==> config.mk <==
export PLATFORM = sky130hd
export DESIGN_NAME = vga_frame_reader_flat
export DESIGN_NICKNAME = d
export VERILOG_FILES = /design/src/rtl/vga_frame_reader_if.sv /design/src/rtl/vga_frame_reader.sv /design/src/flat_wrapper.sv
export SDC_FILE = /design/constraint.sdc
export NUM_CORES = 1
export LEC_CHECK = 0
export BUFFER_PORTS_ARGS = -buffer_cell sky130_fd_sc_hd__buf_2
export CAP_MARGIN = 20
export CORE_UTILIZATION = 56
export CTS_BUF_LIST = sky130_fd_sc_hd__clkbuf_8
export CTS_CLUSTER_DIAMETER = 60
export DETAILED_ROUTE_END_ITERATION = 16
export PLACE_DENSITY = 0.75
export SLEW_MARGIN = 40
export SYNTH_ARGS = -nofsm -noshare
export SYNTH_HDL_FRONTEND = slang
export SYNTH_SLANG_ARGS = --single-unit
export TNS_END_PERCENT = 50
==> constraint.sdc <==
create_clock -name clock -period 4.7 [get_ports clock]
set_input_delay 0.235 -clock clock [delete_from_list [all_inputs] [get_ports clock]]
set_output_delay 0.235 -clock clock [all_outputs]
set_load 0.03 [all_outputs]
==> src/rtl/vga_frame_reader_if.sv <==
// rtl/vga_frame_reader_if.sv - VGA read port between the memory interface and the frame reader
interface vga_frame_reader_if #(
  parameter int MEM_WIDTH = 36
);
  logic                 vga_flag;
  logic                 done_vga;
  logic [MEM_WIDTH-1:0] vga_pixel;

  modport master (
    output vga_flag,
    input  done_vga,
    input  vga_pixel
  );

  modport slave (
    input  vga_flag,
    output done_vga,
    output vga_pixel
  );
endinterface

==> src/rtl/vga_frame_reader.sv <==
// rtl/vga_frame_reader.sv - prefetches two-pixel words into a small FIFO and unpacks one pixel per pixel_req
module vga_frame_reader #(
  parameter int MEM_WIDTH    = 36,
  parameter int PIX_WIDTH    = 18,
  parameter int IMAGE_WIDTH  = 640,
  parameter int IMAGE_HEIGHT = 480,
  parameter int READ_LATENCY = 2,
  parameter int FIFO_DEPTH   = 8
) (
  input  logic                  clock,
  input  logic                  reset,
  input  logic                  frame_start,
  input  logic                  pixel_req,
  vga_frame_reader_if.master    mem,
  output logic [PIX_WIDTH-1:0]  pixel_out,
  output logic                  pixel_valid,
  output logic                  underflow
);

  localparam int WORDS_PER_FRAME = IMAGE_WIDTH * IMAGE_HEIGHT / 2;
  localparam int WCNT_W = $clog2(WORDS_PER_FRAME + 1);
  localparam int PTR_W  = $clog2(FIFO_DEPTH);
  localparam int FCNT_W = $clog2(FIFO_DEPTH + 1);
  localparam int INF_W  = $clog2(READ_LATENCY + 1);
  localparam int LVL_W  = $clog2(FIFO_DEPTH + READ_LATENCY + 1);

  logic [WCNT_W-1:0]       word_cnt_q, word_cnt_d;
  logic [READ_LATENCY-1:0] inflight_q, inflight_d;
  logic [PTR_W-1:0]        wr_ptr_q, wr_ptr_d;
  logic [PTR_W-1:0]        rd_ptr_q, rd_ptr_d;
  logic [FCNT_W-1:0]       fifo_count_q, fifo_count_d;
  logic                    half_q, half_d;
  logic [PIX_WIDTH-1:0]    pixel_out_q, pixel_out_d;
  logic                    pixel_valid_q, pixel_valid_d;
  logic                    underflow_q, underflow_d;

  logic [MEM_WIDTH-1:0]    fifo_mem_q [FIFO_DEPTH];

  logic [INF_W-1:0]        inflight_cnt;
  logic                    level_ok;
  logic                    vga_flag;
  logic                    accept;
  logic                    push;
  logic                    pop;
  logic                    has_word;
  logic [MEM_WIDTH-1:0]    head_word;

  always_comb begin
    inflight_cnt = '0;
    for (int i = 0; i < READ_LATENCY; i++) begin
      inflight_cnt = inflight_cnt + INF_W'(inflight_q[i]);
    end
  end

  // Reads still in flight reserve FIFO space, so a returning word always has a slot.
  assign level_ok  = (LVL_W'(fifo_count_q) + LVL_W'(inflight_cnt)) < LVL_W'(FIFO_DEPTH);
  assign vga_flag  = !reset && !frame_start
                     && (word_cnt_q < WCNT_W'(WORDS_PER_FRAME)) && level_ok;
  assign mem.vga_flag = vga_flag;

  assign accept    = vga_flag && mem.done_vga;
  assign push      = inflight_q[READ_LATENCY-1];
  assign has_word  = (fifo_count_q != '0);
  assign head_word = fifo_mem_q[rd_ptr_q];

  always_comb begin
    word_cnt_d    = word_cnt_q;
    wr_ptr_d      = wr_ptr_q;
    rd_ptr_d      = rd_ptr_q;
    fifo_count_d  = fifo_count_q;
    half_d        = half_q;
    pixel_out_d   = pixel_out_q;
    pixel_valid_d = 1'b0;
    underflow_d   = underflow_q;
    pop           = 1'b0;

    inflight_d[0] = accept;
    for (int i = 1; i < READ_LATENCY; i++) begin
      inflight_d[i] = inflight_q[i-1];
    end

    if (accept) begin
      word_cnt_d = word_cnt_q + WCNT_W'(1);
    end

    // half_q = 0 selects the upper (even-x) pixel; the word leaves after its lower half.
    if (pixel_req) begin
      if (has_word) begin
        pixel_out_d   = half_q ? head_word[PIX_WIDTH-1:0]
                               : head_word[MEM_WIDTH-1:PIX_WIDTH];
        pixel_valid_d = 1'b1;
        half_d        = !half_q;
        pop           = half_q;
      end else begin
        pixel_out_d   = '0;
        underflow_d   = 1'b1;
      end
    end

    if (push) begin
      wr_ptr_d = wr_ptr_q + PTR_W'(1);
    end
    if (pop) begin
      rd_ptr_d = rd_ptr_q + PTR_W'(1);
    end

    case ({push, pop})
      2'b10:   fifo_count_d = fifo_count_q + FCNT_W'(1);
      2'b01:   fifo_count_d = fifo_count_q - FCNT_W'(1);
      default: fifo_count_d = fifo_count_q;
    endcase

    // Frame restart drops buffered and in-flight words; the last pixel stays on the output.
    if (frame_start) begin
      word_cnt_d    = '0;
      inflight_d    = '0;
      wr_ptr_d      = '0;
      rd_ptr_d      = '0;
      fifo_count_d  = '0;
      half_d        = 1'b0;
      underflow_d   = 1'b0;
      pixel_valid_d = 1'b0;
      pixel_out_d   = pixel_out_q;
    end
  end

  always_ff @(posedge clock) begin
    if (reset) begin
      word_cnt_q    <= '0;
      inflight_q    <= '0;
      wr_ptr_q      <= '0;
      rd_ptr_q      <= '0;
      fifo_count_q  <= '0;
      half_q        <= 1'b0;
      pixel_out_q   <= '0;
      pixel_valid_q <= 1'b0;
      underflow_q   <= 1'b0;
    end else begin
      word_cnt_q    <= word_cnt_d;
      inflight_q    <= inflight_d;
      wr_ptr_q      <= wr_ptr_d;
      rd_ptr_q      <= rd_ptr_d;
      fifo_count_q  <= fifo_count_d;
      half_q        <= half_d;
      pixel_out_q   <= pixel_out_d;
      pixel_valid_q <= pixel_valid_d;
      underflow_q   <= underflow_d;
    end
  end

  always_ff @(posedge clock) begin
    if (push) begin
      fifo_mem_q[wr_ptr_q] <= mem.vga_pixel;
    end
  end

  assign pixel_out   = pixel_out_q;
  assign pixel_valid = pixel_valid_q;
  assign underflow   = underflow_q;

endmodule

==> src/flat_wrapper.sv <==
// flat-port wrapper written by rule: the top's interface ports become plain ports
module vga_frame_reader_flat 
#(
  parameter int MEM_WIDTH    = 36,
  parameter int PIX_WIDTH    = 18,
  parameter int IMAGE_WIDTH  = 640,
  parameter int IMAGE_HEIGHT = 480,
  parameter int READ_LATENCY = 2,
  parameter int FIFO_DEPTH   = 8
)
  (clock, reset, frame_start, pixel_req, pixel_out, pixel_valid, underflow, mem_vga_flag, mem_done_vga, mem_vga_pixel);
  vga_frame_reader_if #(.MEM_WIDTH(MEM_WIDTH)) mem_i ();
  input  logic clock;
  input  logic reset;
  input  logic frame_start;
  input  logic pixel_req;
  output logic [PIX_WIDTH-1:0] pixel_out;
  output logic pixel_valid;
  output logic underflow;
  output wire logic [$bits(mem_i.vga_flag)-1:0] mem_vga_flag;
  input wire logic [$bits(mem_i.done_vga)-1:0] mem_done_vga;
  input wire logic [$bits(mem_i.vga_pixel)-1:0] mem_vga_pixel;
  assign mem_vga_flag = mem_i.vga_flag;
  assign mem_i.done_vga = mem_done_vga;
  assign mem_i.vga_pixel = mem_vga_pixel;
  vga_frame_reader #(.MEM_WIDTH(MEM_WIDTH), .PIX_WIDTH(PIX_WIDTH), .IMAGE_WIDTH(IMAGE_WIDTH), .IMAGE_HEIGHT(IMAGE_HEIGHT), .READ_LATENCY(READ_LATENCY), .FIFO_DEPTH(FIFO_DEPTH)) u_core (.clock(clock), .reset(reset), .frame_start(frame_start), .pixel_req(pixel_req), .mem(mem_i), .pixel_out(pixel_out), .pixel_valid(pixel_valid), .underflow(underflow));
endmodule
Yosys cells after proc, flatten, opt, wreduce, memory -nomap -nowiden
Memory sizes are Yosys's and may differ from the RTL's. A register that Yosys moved wholly into a read port is not among the register bits.
Cells that the tools add are included.
- bits of input ports: 41
- flip-flop bits (word level): 51
- logic and storage cells: 48
- memories kept: 1
- RAM bits: 288
- output and inout port bits: 21
- add/subtract/negate cells: 7
- reduce and logical (&&, ||, !) cells: 14
- multiplexer cells: 10
- $lt $le $gt $ge: 2
- bitwise gates (word level): 3
- eq/ne operators: 2
- memories (memory ; words ; width ; read ports ; clocked after memory_dff ; write ports ; RTL line ; RTL):
    u_core.fifo_mem_q ; 8 ; 36 ; 1 ; 1 ; 1 ; vga_frame_reader.sv:37 ; logic [MEM_WIDTH-1:0] fifo_mem_q [FIFO_DEPTH];
- operator list (kind ; count):
    $mux 18 ; 2
    $add 18x1->18 const B ; 1
    $lt 18x18->1 const B ; 1
    $pmux 4 s2 ; 1
    $add 3x1->3 const B ; 2
    $mux 3 ; 2
    $reduce_and 2->1 ; 3
    $mux 1 ; 5
    $add 4x1->4 const B ; 1
    $add 4x2->4 ; 1
    $logic_and 1x1->1 ; 4
    $lt 4x4->1 const B ; 1
    $reduce_bool 4->1 ; 1
    $sub 4x1->4 const B ; 1
    $logic_not 1->1 ; 3
    $not 1->1 ; 3
    $reduce_or 3->1 ; 1
    $add 1x1->2 ; 1
    $eq 2x1->1 const B ; 1
    $eq 2x2->1 const B ; 1
    $reduce_bool 2->1 ; 1
    $reduce_or 2->1 ; 1

Longest topological paths before layout
- word-level depth: 5
- mapped depth: 11
- gate-level depth less buffers: 9

Worst setup path before layout
Ideal clock, no wire load.
- path kind: flip-flop to flip-flop
- from: reg u_core.inflight_q[1]
- to: mem u_core.fifo_mem_q[0][0], enable pin
- buffers on the path: 1
- arrival: 3038 ps
- setup slack: 1188 ps
- data required time: 4226 ps
- library setup time: 474 ps
- stages on the path, launching flop included: 4
- path through: dfxtp_1 buf_2 nand2b_1 nor3_1
- word-level cells in the longest chain between the ends: 2
- ends and longest elaborated chain (item ; RTL line ; RTL):
    from (decl) ; vga_frame_reader.sv:28 ; logic [READ_LATENCY-1:0] inflight_q, inflight_d;
    from (signal assigned) ; vga_frame_reader.sv:140 ; inflight_q <= inflight_d;
    $mux 1 ; vga_frame_reader.sv:152 ; if (push) begin
    $mux 1 (not written as such) ; vga_frame_reader.sv:153 ; fifo_mem_q[wr_ptr_q] <= mem.vga_pixel;
    to (decl) ; vga_frame_reader.sv:37 ;
Every way passes these cells.

Worst setup path in the final report
- from: reg u_core.fifo_count_q[0]
- to: reg u_core.fifo_count_q[2]
- word-level cells in the longest chain between the ends: 5
- ends and longest elaborated chain (item ; RTL line ; RTL):
    from (decl) ; vga_frame_reader.sv:31 ; logic [FCNT_W-1:0] fifo_count_q, fifo_count_d;
    from (signal assigned) ; vga_frame_reader.sv:143 ; fifo_count_q <= fifo_count_d;
    $reduce_bool 4->1 ; vga_frame_reader.sv:63 ; assign has_word = (fifo_count_q != '0);
    $mux 1 ; vga_frame_reader.sv:88 ; if (has_word) begin
    $mux 1 ; vga_frame_reader.sv:87 ; if (pixel_req) begin
    $eq 2x1->1 or $eq 2x2->1 (tied branches) ; vga_frame_reader.sv:107 ; case ({push, pop})
    $pmux 4 s2 or $reduce_bool 2->1 (tied branches) ; -- ;
Parallel ways exist; a longest one is shown, timed or not.
A chain may end at the register's enable or synchronous reset.

==> impl_metrics.env <==
export IMPL_synth_xor_xnor_area_share_pct=0.872
export IMPL_grt_usage_pct=22.4
export IMPL_fin_cells=1179
export IMPL_post_place_ws_ns=1.99
export IMPL_utilization_pct=67.1
export IMPL_peakVddDrop_v=0.000259
export IMPL_place_area_um2=14000
export IMPL_start_util_pct=57.3
export IMPL_synth_top_family_by_area="multiplexers"
export IMPL_die_w_um=155
export IMPL_drc=0
export IMPL_synth_compound_area_share_pct=3.41
export IMPL_async_flop_share_pct=0
export IMPL_finalSetupViolCount=0
export IMPL_antenna_found_initial=0
export IMPL_grt_pass1_vias=7324
export IMPL_num_rows=55
export IMPL_crit_end="u_core.fifo_count_q[2]$_SDFFE_PP0P_"
export IMPL_cp_max_fo=8
export IMPL_die_area_um2=23900
export IMPL_drt_total_wl_um=25600
export IMPL_fin_crit_sh_pct=58.7
export IMPL_critical_path_class="reg2reg"
export IMPL_grt_overflow_total=0
export IMPL_cts_buffers=51
export IMPL_port_buffers=61
export IMPL_synth_area_top_cells="edfxtp_1 66%, mux4_2 12%, dfxtp_1 8.3%"
export IMPL_place_hpwl_um=15200
export IMPL_seq_area_frac_synth_pct=74.5
export IMPL_worst_pin_slew_ns=0.726
export IMPL_cts_root_buf="clkbuf_8"
export IMPL_p_int_mw=4.43
export IMPL_synth_nets=732
export IMPL_io_pins=62
export IMPL_postRouteAntennaNets=0
export IMPL_grt_pass1_wl_um=40000
export IMPL_path_clk_slew_ns=0.06
export IMPL_hp_class="in2reg"
export IMPL_worstRegToRegCells=9
export IMPL_finalSetupTns_ns=0
export IMPL_rsz0062_at_grt="no"
export IMPL_hp_start="pixel_req"
export IMPL_arrival_ns=3.25
export IMPL_nFillCells=1505
export IMPL_drt_pass1_iterations=6
export IMPL_slew_violations=0
export IMPL_rr_endpoint="u_core.fifo_count_q[2]$_SDFFE_PP0P_"
export IMPL_nets=872
export IMPL_p_sw_share_pct=20.5
export IMPL_cts_tree="built"
export IMPL_routedWlPerCell_um=21.7
export IMPL_post_cts_resized=0
export IMPL_yosys_area_share_simple_pct=4.86
export IMPL_cts_buffer_depth=3
export IMPL_yosysUniqueCellTypes=46
export IMPL_r2r_start="u_core.fifo_count_q[0]$_SDFFE_PP0P_"
export IMPL_fin_crit_ns=2.76
export IMPL_startpoint_type="flip-flop"
export IMPL_drt_iter0_drc=528
export IMPL_startpoint="u_core.fifo_count_q[0]$_SDFFE_PP0P_"
export IMPL_grt_start_max_net_pins=41
export IMPL_status="completed"
export IMPL_comb_power_share_pct=1.9
export IMPL_max_freq_mhz=363
export IMPL_synth_edf_count=288
export IMPL_required_ns=5.19
export IMPL_avgSynthCellArea_um2=19.1
export IMPL_synth_fa_ha_area_share_pct=0.670
export IMPL_syn_cell_area_um2=13100
export IMPL_p_per_area_nw_per_um2=365
export IMPL_seq_power_share_pct=59.1
export IMPL_synth_warning_count=0
export IMPL_synth_largest_area_cell="edfxtp_1"
export IMPL_die_y_um=155
export IMPL_net_switching_power_mw=1.14
export IMPL_antenna_cells=0
export IMPL_area_growth_pct=16.9
export IMPL_drv_cap=0
export IMPL_finalHoldViolations=0
export IMPL_coreArea_um2=22800
export IMPL_post_place_cells=1045
export IMPL_dr_total_vias=6920
export IMPL_ys_seq_elements=342
export IMPL_clockPowerShare_pct=39.0
export IMPL_synth_cells=684
export IMPL_fin_ws_ns=1.94
export IMPL_cp_end_kind="flip-flop"
export IMPL_finalPower_mw=5.57
export IMPL_vias_per_cell=5.87
export IMPL_routabilityCongestion=0.768
export IMPL_skew_ns=0.0141
export IMPL_muxShareOfSynthArea_pct=14.5
export IMPL_relSlewSlack_pct=51.4
export IMPL_p_leak_nw=5.16
export IMPL_clk_latency_ns=0.56
export IMPL_holdWs_ns=0.0403
export IMPL_design_area_um2=15300
export IMPL_yosysTopAreaCellShare_pct=66.2
export IMPL_synth_flop_cell="edfxtp_1"
export IMPL_ff2ff_setup_slack_ns=1.94
export IMPL_clock_sinks=342
export IMPL_ctsHtreeMaxLevel=2
export IMPL_layout_drive_gt1_share_pct=29.7
## cell usage in the layout, fill, tap and decap left out, drive strengths merged, types with 4 or more instances in the layout
| master | count |
|---|---|
| a31oi | 5 |
| xor2 | 6 |
| a21oi | 9 |
| nand2 | 57 |
| a222oi | 18 |
| edfxtp | 288 |
| buf | 82 |
| a31o | 4 |
| dlygate4sd3 | 39 |
| xnor2 | 7 |
| nand2b | 5 |
| dfxtp | 54 |
| and3 | 5 |
| inv | 26 |
| clkinv | 15 |
| clkbuf | 56 |
| ha | 7 |
| mux2i | 7 |
| mux2 | 18 |
| mux4 | 72 |
| nor3 | 6 |
| nor2 | 38 |
| or3 | 5 |
## synthesized netlist by cell type (2+ instances only)
cell type	number
a21oi_1	9
a222oi_1	18
a31o_1	4
a31oi_1	5
a41o_1	2
and2_1	3
and3_1	5
buf_2	15
clkbuf_1	18
dfxtp_1	54
edfxtp_1	288
ha_1	7
inv_1	3
mux2_2	18
mux2i_1	7
mux4_2	72
nand2_1	57
nand2b_1	5
nand3_1	2
nand3b_1	3
nand4_1	2
nor2_1	38
nor3_1	5
nor3b_1	2
nor4_1	3
o31ai_1	2
or2_1	2
or3_1	5
or4_1	2
xnor2_1	7
xor2_1	6
## state kept, by name, indices dropped and copies added, names as in the netlist, 2 cells and up, named ones only
name / flops
u_core.pixel_out: 18
u_core.inflight_q: 2
u_core.fifo_mem_q: 288
u_core.wr_ptr_q: 3
u_core.rd_ptr_q: 3
u_core.word_cnt_q: 18
u_core.fifo_count_q: 4
## power groups by stage
stage | clock (mW) | sequential [mW] | combinational, mW
6_report | 2.17 | 3.29 | 0.108
5_1_grt | 2.36 | 3.29 | 0.118
4_1_cts | 2.22 | 3.29 | 0.109
3_5_place_dp | 0 | 3.35 | 0.0829
3_3_place_gp | 0 | 3.35 | 0.0742
2_1_floorplan | 0 | 3.36 | 0.0218
## worst max-delay path: stages (launching register included)
cell     delay, ns
dfxtp_1       0.40
or4_1         0.55
and3_1        0.28
ha_1          0.29
xor2_1        0.17
ha_1          0.21
a21oi_1       0.22
xor2_1        0.11
or3_1         0.31
a21oi_1       0.15
## metal layers
layer	global-route usage [%]	wire [um]
met2	39.2	13300
met3	4.01	1760
met1	28.5	10000
met5	0	0
met4	7.36	480
## final cells by class
| class | count | area, um^2 | share of cell area (%) |
|---|---|---|---|
| Inverter | 3 | 11.3 | 0.0737 |
| Multi-Input combinational cell | 305 | 3260 | 21.3 |
| Clock inverter | 39 | 163 | 1.06 |
| Tap cell | 313 | 392 | 2.56 |
| Clock buffer | 56 | 771 | 5.05 |
| Timing Repair Buffer | 121 | 946 | 6.19 |
| Sequential cell | 342 | 9740 | 63.7 |
## worst min path at each step
stage,end,slack [ns],cells after the start
final,u_core.pixel_valid$_SDFF_PP0_,0.04,3
after global routing,u_core.pixel_valid$_SDFF_PP0_,0.02,3
after CTS,u_core.pixel_valid$_SDFF_PP0_,0.01,3
after detailed placement,u_core.inflight_q[1]$_SDFF_PP0_,0.46,1
after global placement,u_core.word_cnt_q[9]$_SDFFE_PP0P_,0.46,2
after floorplan,u_core.fifo_mem_q[0][0]$_DFFE_PP_,0.33,0
## cell families (layout without fill, tap and decap cells)
logic type | Yosys count | after routing
flip-flops | 342 | 342
adder cells (fa/ha/maj) | 7 | 7
AND/OR/NAND/NOR | 138 | 138
XOR/XNOR | 13 | 13
multiplexers | 97 | 97
buffers and inverters | 37 | 219
AO/OA/AOI/OAI | 50 | 50
## what timing repair did
item | 4_1_cts | 5_1_grt
endpoints found under the setup margin | 0 | 0
hold endpoints to repair | 291 | 0
buffers inserted | 0 | 0
hold buffers | 39 | 0
Power figures use the tool's default switching activity.
